### src/rtl/alarm_pkg.sv
// Shared state encoding and default timing constants for the alarm controller.
package alarm_pkg;

    typedef enum logic [1:0] {
        ST_IDLE    = 2'd0,
        ST_ARMED   = 2'd1,
        ST_RINGING = 2'd2,
        ST_SNOOZE  = 2'd3
    } alarm_state_t;

    localparam int DEF_RING_S     = 60;
    localparam int DEF_SNOOZE_S   = 300;
    localparam int DEF_MAX_SNOOZE = 3;

    localparam int SEC_W = 9;

endpackage

### src/rtl/alarm_match_detect.sv
// Minute comparator with a rising-edge register: one trigger per entry into
// the alarm minute, one cycle after the minute starts matching.
module alarm_match_detect
    import alarm_pkg::*;
(
    input  logic       clk,
    input  logic       rst,
    input  logic [2:0] cur_min_tens,
    input  logic [3:0] cur_min_ones,
    input  logic [2:0] alm_min_tens,
    input  logic [3:0] alm_min_ones,
    output logic       trigger
);

    logic min_eq;
    logic min_eq_q;
    logic trigger_q;

    assign min_eq  = ({cur_min_tens, cur_min_ones} == {alm_min_tens, alm_min_ones});
    assign trigger = trigger_q;

    // Remember last match level and register its rising edge as the trigger.
    always_ff @(posedge clk) begin
        if (rst) begin
            min_eq_q  <= 1'b0;
            trigger_q <= 1'b0;
        end else begin
            min_eq_q  <= min_eq;
            trigger_q <= min_eq & ~min_eq_q;
        end
    end

endmodule

### src/rtl/alarm_controller.sv
// Alarm controller: one FSM sharing a single seconds down-counter between the
// ringing and snooze intervals, with snooze budget and a sticky missed flag.
module alarm_controller
    import alarm_pkg::*;
#(
    parameter int RING_S     = DEF_RING_S,
    parameter int SNOOZE_S   = DEF_SNOOZE_S,
    parameter int MAX_SNOOZE = DEF_MAX_SNOOZE
) (
    input  logic       clk,
    input  logic       rst,
    input  logic       tick_1hz,
    input  logic       alarm_en,
    input  logic       set_mode,
    input  logic [2:0] cur_min_tens,
    input  logic [3:0] cur_min_ones,
    input  logic [2:0] alm_min_tens,
    input  logic [3:0] alm_min_ones,
    input  logic       snooze_req,
    input  logic       stop_req,
    output logic       alarm_led,
    output logic       ringing,
    output logic       snoozing,
    output logic [1:0] state,
    output logic [1:0] snooze_left,
    output logic       missed
);

    localparam logic [SEC_W-1:0] RING_RELOAD   = SEC_W'(RING_S - 1);
    localparam logic [SEC_W-1:0] SNOOZE_RELOAD = SEC_W'(SNOOZE_S - 1);
    localparam logic [1:0]       SNOOZE_BUDGET = 2'(MAX_SNOOZE);

    alarm_state_t     state_q, state_nx;
    logic [SEC_W-1:0] sec_q, sec_nx;
    logic [1:0]       left_q, left_nx;
    logic             blink_q, blink_nx;
    logic             missed_q, missed_nx;
    logic             trigger;

    alarm_match_detect u_match (
        .clk          (clk),
        .rst          (rst),
        .cur_min_tens (cur_min_tens),
        .cur_min_ones (cur_min_ones),
        .alm_min_tens (alm_min_tens),
        .alm_min_ones (alm_min_ones),
        .trigger      (trigger)
    );

    // State, counter, snooze budget, blink phase and missed flag registers.
    always_ff @(posedge clk) begin
        if (rst) begin
            state_q  <= ST_IDLE;
            sec_q    <= '0;
            left_q   <= '0;
            blink_q  <= 1'b0;
            missed_q <= 1'b0;
        end else begin
            state_q  <= state_nx;
            sec_q    <= sec_nx;
            left_q   <= left_nx;
            blink_q  <= blink_nx;
            missed_q <= missed_nx;
        end
    end

    // Next-state logic; priority is disable > stop > snooze > expiry > decrement.
    always_comb begin
        state_nx  = state_q;
        sec_nx    = sec_q;
        left_nx   = left_q;
        blink_nx  = blink_q;
        missed_nx = missed_q;
        if (!alarm_en) begin
            state_nx  = ST_IDLE;
            missed_nx = 1'b0;
        end else begin
            if (stop_req) begin
                missed_nx = 1'b0;
            end
            unique case (state_q)
                ST_IDLE: begin
                    state_nx = ST_ARMED;
                end
                ST_ARMED: begin
                    if (trigger && !set_mode) begin
                        state_nx = ST_RINGING;
                        sec_nx   = RING_RELOAD;
                        left_nx  = SNOOZE_BUDGET;
                        blink_nx = 1'b1;
                    end
                end
                ST_RINGING: begin
                    if (stop_req) begin
                        state_nx = ST_ARMED;
                    end else if (snooze_req && left_q != 2'd0) begin
                        state_nx = ST_SNOOZE;
                        sec_nx   = SNOOZE_RELOAD;
                        left_nx  = left_q - 2'd1;
                    end else if (tick_1hz) begin
                        if (sec_q == '0) begin
                            state_nx  = ST_ARMED;
                            missed_nx = 1'b1;
                        end else begin
                            sec_nx   = sec_q - 1'b1;
                            blink_nx = ~blink_q;
                        end
                    end
                end
                ST_SNOOZE: begin
                    if (stop_req) begin
                        state_nx = ST_ARMED;
                    end else if (tick_1hz) begin
                        if (sec_q == '0) begin
                            state_nx = ST_RINGING;
                            sec_nx   = RING_RELOAD;
                            blink_nx = 1'b1;
                        end else begin
                            sec_nx = sec_q - 1'b1;
                        end
                    end
                end
                default: state_nx = ST_IDLE;
            endcase
        end
    end

    // Outputs decode registered state only, so no input reaches them combinationally.
    always_comb begin
        state       = state_q;
        ringing     = (state_q == ST_RINGING);
        snoozing    = (state_q == ST_SNOOZE);
        alarm_led   = ringing & blink_q;
        snooze_left = left_q;
        missed      = missed_q;
    end

endmodule

### config.mk
export PLATFORM = sky130hd
export DESIGN_NAME = alarm_controller
export DESIGN_NICKNAME = d
export VERILOG_FILES = /design/src/rtl/alarm_pkg.sv /design/src/rtl/alarm_match_detect.sv /design/src/rtl/alarm_controller.sv
export SDC_FILE = /design/constraint.sdc
export NUM_CORES = 1
export LEC_CHECK = 0
export ABC_AREA = 1
export ABC_CLOCK_PERIOD_IN_PS = 2900
export CORE_MARGIN = 2
export CORE_UTILIZATION = 43
export DETAILED_ROUTE_END_ITERATION = 10
export HOLD_SLACK_MARGIN = 0.1
export MAX_ROUTING_LAYER = met4
export PLACE_DENSITY = 0.74
export SLEW_MARGIN = 25
export SYNTH_ARGS = -nofsm -noshare
export SYNTH_HDL_FRONTEND = slang
export SYNTH_SLANG_ARGS = --single-unit
### constraint.sdc
create_clock -name clk -period 2.9 [get_ports clk]
set_input_delay 0.58 -clock clk [delete_from_list [all_inputs] [get_ports clk]]
set_output_delay 0.58 -clock clk [all_outputs]
set_load 0.01 [all_outputs]
==> flow_metrics.env <==
export IMPL_status="finished clean"
export IMPL_area_growth_pct=26.7
export IMPL_hp_class="reg -> reg"
export IMPL_synth_seq_cells=17
export IMPL_layout_drive_gt1_share=0.108
export IMPL_root_buffer="clkbuf_4"
export IMPL_max_slew_margin=0.649
export IMPL_synth_top_area_share=0.272
export IMPL_hp_start="u_match.min_eq_q$_SDFF_PP0_"
export IMPL_met1_usage=0.266
export IMPL_post_route_period_util=0.817
export IMPL_arrival_ns=1.79
export IMPL_hold_viol=0
export IMPL_synth_seq_area_share=0.272
export IMPL_crit_fanout=9
export IMPL_finalSetupViolations=0
export IMPL_syn_inst=191
export IMPL_gr_total_overflow=0
export IMPL_drc=0
export IMPL_yosysMostFrequentCell="nand2_1"
export IMPL_cts_buffer_depth=2
export IMPL_yosys_top_cells_count="43 x nand2_1, 28 x inv_1, 24 x nor2_1"
export IMPL_grtUsageMet3=0.0268
export IMPL_critPathKind="reg -> out"
export IMPL_timing_fmax_mhz=422
export IMPL_die_h_um=58.0
export IMPL_place_port_buffers=28
export IMPL_boundaryPins=29
export IMPL_drtIter0Drc=44
export IMPL_max_cap_violations=0
export IMPL_cts_made_buffers=3
export IMPL_yosys_warnings=0
export IMPL_gp_congestion=0.812
export IMPL_syn_area_per_cell_um2=6.56
export IMPL_powerDensity_nw_per_um2=346
export IMPL_end_kind="primary output"
export IMPL_startpoint_type="flop"
export IMPL_nets=246
export IMPL_ys_flop_type="dfxtp_1"
export IMPL_gr_usage_met2=0.273
export IMPL_clock_latency_ns=0.30
export IMPL_finalCriticalPeriod_ns=2.37
export IMPL_drt_first_pass_iters=4
export IMPL_num_rows=19
export IMPL_initial_core_util=0.454
export IMPL_vdd_drop_max_mv=0.212
export IMPL_r2r_start="sec_q[0]$_SDFFE_PP0P_"
export IMPL_postCtsHoldBufs=0
export IMPL_antenna_found_initial=0
export IMPL_core_um2=2760
export IMPL_busiest_layer="met2"
export IMPL_critPathRequiredTime_ns=2.32
export IMPL_postCtsSetupRepairBufs=0
export IMPL_startpoint="state[1]$_SDFFE_PP0P_"
export IMPL_fillers=279
export IMPL_p_clk_frac=0.247
export IMPL_synth_area_leaders="dfxtp_1 27%, nand2_1 13%, inv_1 8.4%"
export IMPL_cts_tree="done"
export IMPL_rsz0062_at_grt="false"
export IMPL_track_usage=0.192
export IMPL_multi_input_area_um2=778
export IMPL_fin_worst_skew_ns=0.00175
export IMPL_vias=1246
export IMPL_finalSetupTns_ns=0
export IMPL_yosysTopAreaCell="dfxtp_1"
export IMPL_synth_edff_count=0
export IMPL_switching_share=0.328
export IMPL_p_int_w=0.000368
export IMPL_synth_async_reset_ratio=0
export IMPL_cts_resized=0
export IMPL_synth_nets=214
export IMPL_p_switching_w=0.000180
export IMPL_p_leak_nw=0.706
export IMPL_grt_pass1_vias=1130
export IMPL_cts_sinks=17
export IMPL_ys_types=26
export IMPL_antenna_cells=0
export IMPL_routed_via_density=4.92
export IMPL_combPwrFrac=0.288
export IMPL_hpwl_um=2160
export IMPL_pwr_share_seq=0.466
export IMPL_dieArea_um2=3360
export IMPL_fp_dieW_um=58.0
export IMPL_htreeDepth=1
export IMPL_max_slew_worst_pin_slew_ns=0.523
export IMPL_drt_wirelength_per_cell_um=10.5
export IMPL_seq_area_um2=340
export IMPL_utilization=0.575
export IMPL_grt_pass1_wl_um=4840
export IMPL_grt_max_degree=12
export IMPL_path_clk_slew_ns=0.10
export IMPL_wl_um=2660
export IMPL_synth_area_um2=1250
export IMPL_maxSlewViolCount=0
export IMPL_detail_route_antenna_nets=0
[final timing paths]
path	slack (ns)	cells after the start	to
min reg2reg	0.41	1	u_match.trigger$_SDFF_PP0_
min	0.41	1	u_match.trigger$_SDFF_PP0_
max reg2reg	1.22	9	sec_q[0]$_SDFFE_PP0P_
max	0.53	5	alarm_led
[power by group through the flow]
stage	Clock, W	Sequential [W]	Combinational (W)
floorplan	0	0.000256	0.000107
global placement	0	0.000260	0.000158
detailed placement	0	0.000261	0.000158
CTS	0.000138	0.000255	0.000159
global route	0.000153	0.000257	0.000179
finish	0.000135	0.000255	0.000158
[metrics by stage]
stage / area [um2] / cells / total power (W) / hold slack [ns] / setup slack (ns)
floorplan: 1250 / 191 / 0.000363 / 0.373 / 1.34
global placement: 1560 / 249 / 0.000418 / 0.391 / 0.858
detailed placement: 1560 / 249 / 0.000418 / 0.382 / 0.854
CTS: 1590 / 253 / 0.000552 / 0.409 / 0.517
global route: 1590 / 253 / 0.000589 / 0.415 / 0.350
finish: 1590 / 253 / 0.000548 / 0.408 / 0.531
[sequential cells by signal (all words and copies together), names as in the netlist]
register and flops:
sec_q 9, snooze_left 2, state 2, blink_q 1, missed 1, u_match.min_eq_q 1
u_match.trigger 1
[critical path, cell delays in order, from the launching register on]
cell	delay, ns
dfxtp_1	0.44
inv_2	0.12
nor2_8	0.17
inv_1	0.08
nor2_1	0.13
clkdlybuf4s50_1	0.55
[cell type report]
class / count / area share
tap: 31 / 0.0244
inverter: 32 / 0.0773
clock buffer: 4 / 0.0166
timing repair buffer: 28 / 0.177
sequential: 17 / 0.215
multi-input combinational: 141 / 0.491
[cell families after synthesis]
kind of cell    Yosys count  synth area share
compound gates           21            0.0859
xor+xnor                  6            0.0420
fa+ha+maj                 2            0.0200
buf+inv                  33             0.107
flops                    17             0.272
simple gates            112             0.474
[cell usage in the layout, fill, tap and decap left out, drive strengths merged]
master and instances:
a21oi 11, and3 1, clkbuf 4, clkdlybuf4s50 28, dfxtp 17, ha 2
inv 32, nand2 50, nand3 22, nand4 4, nor2 30, nor3 5
o211ai 1, o21ai 9, xnor2 1, xor2 5
[layer usage]
layer / wire length (um) / part of all wire
met1: 1370 / 0.52
met3: 121 / 0.045
met5: 0 / 0
met2: 1120 / 0.42
met4: 50 / 0.019
No activity file was read; power rests on OpenSTA's default activity.
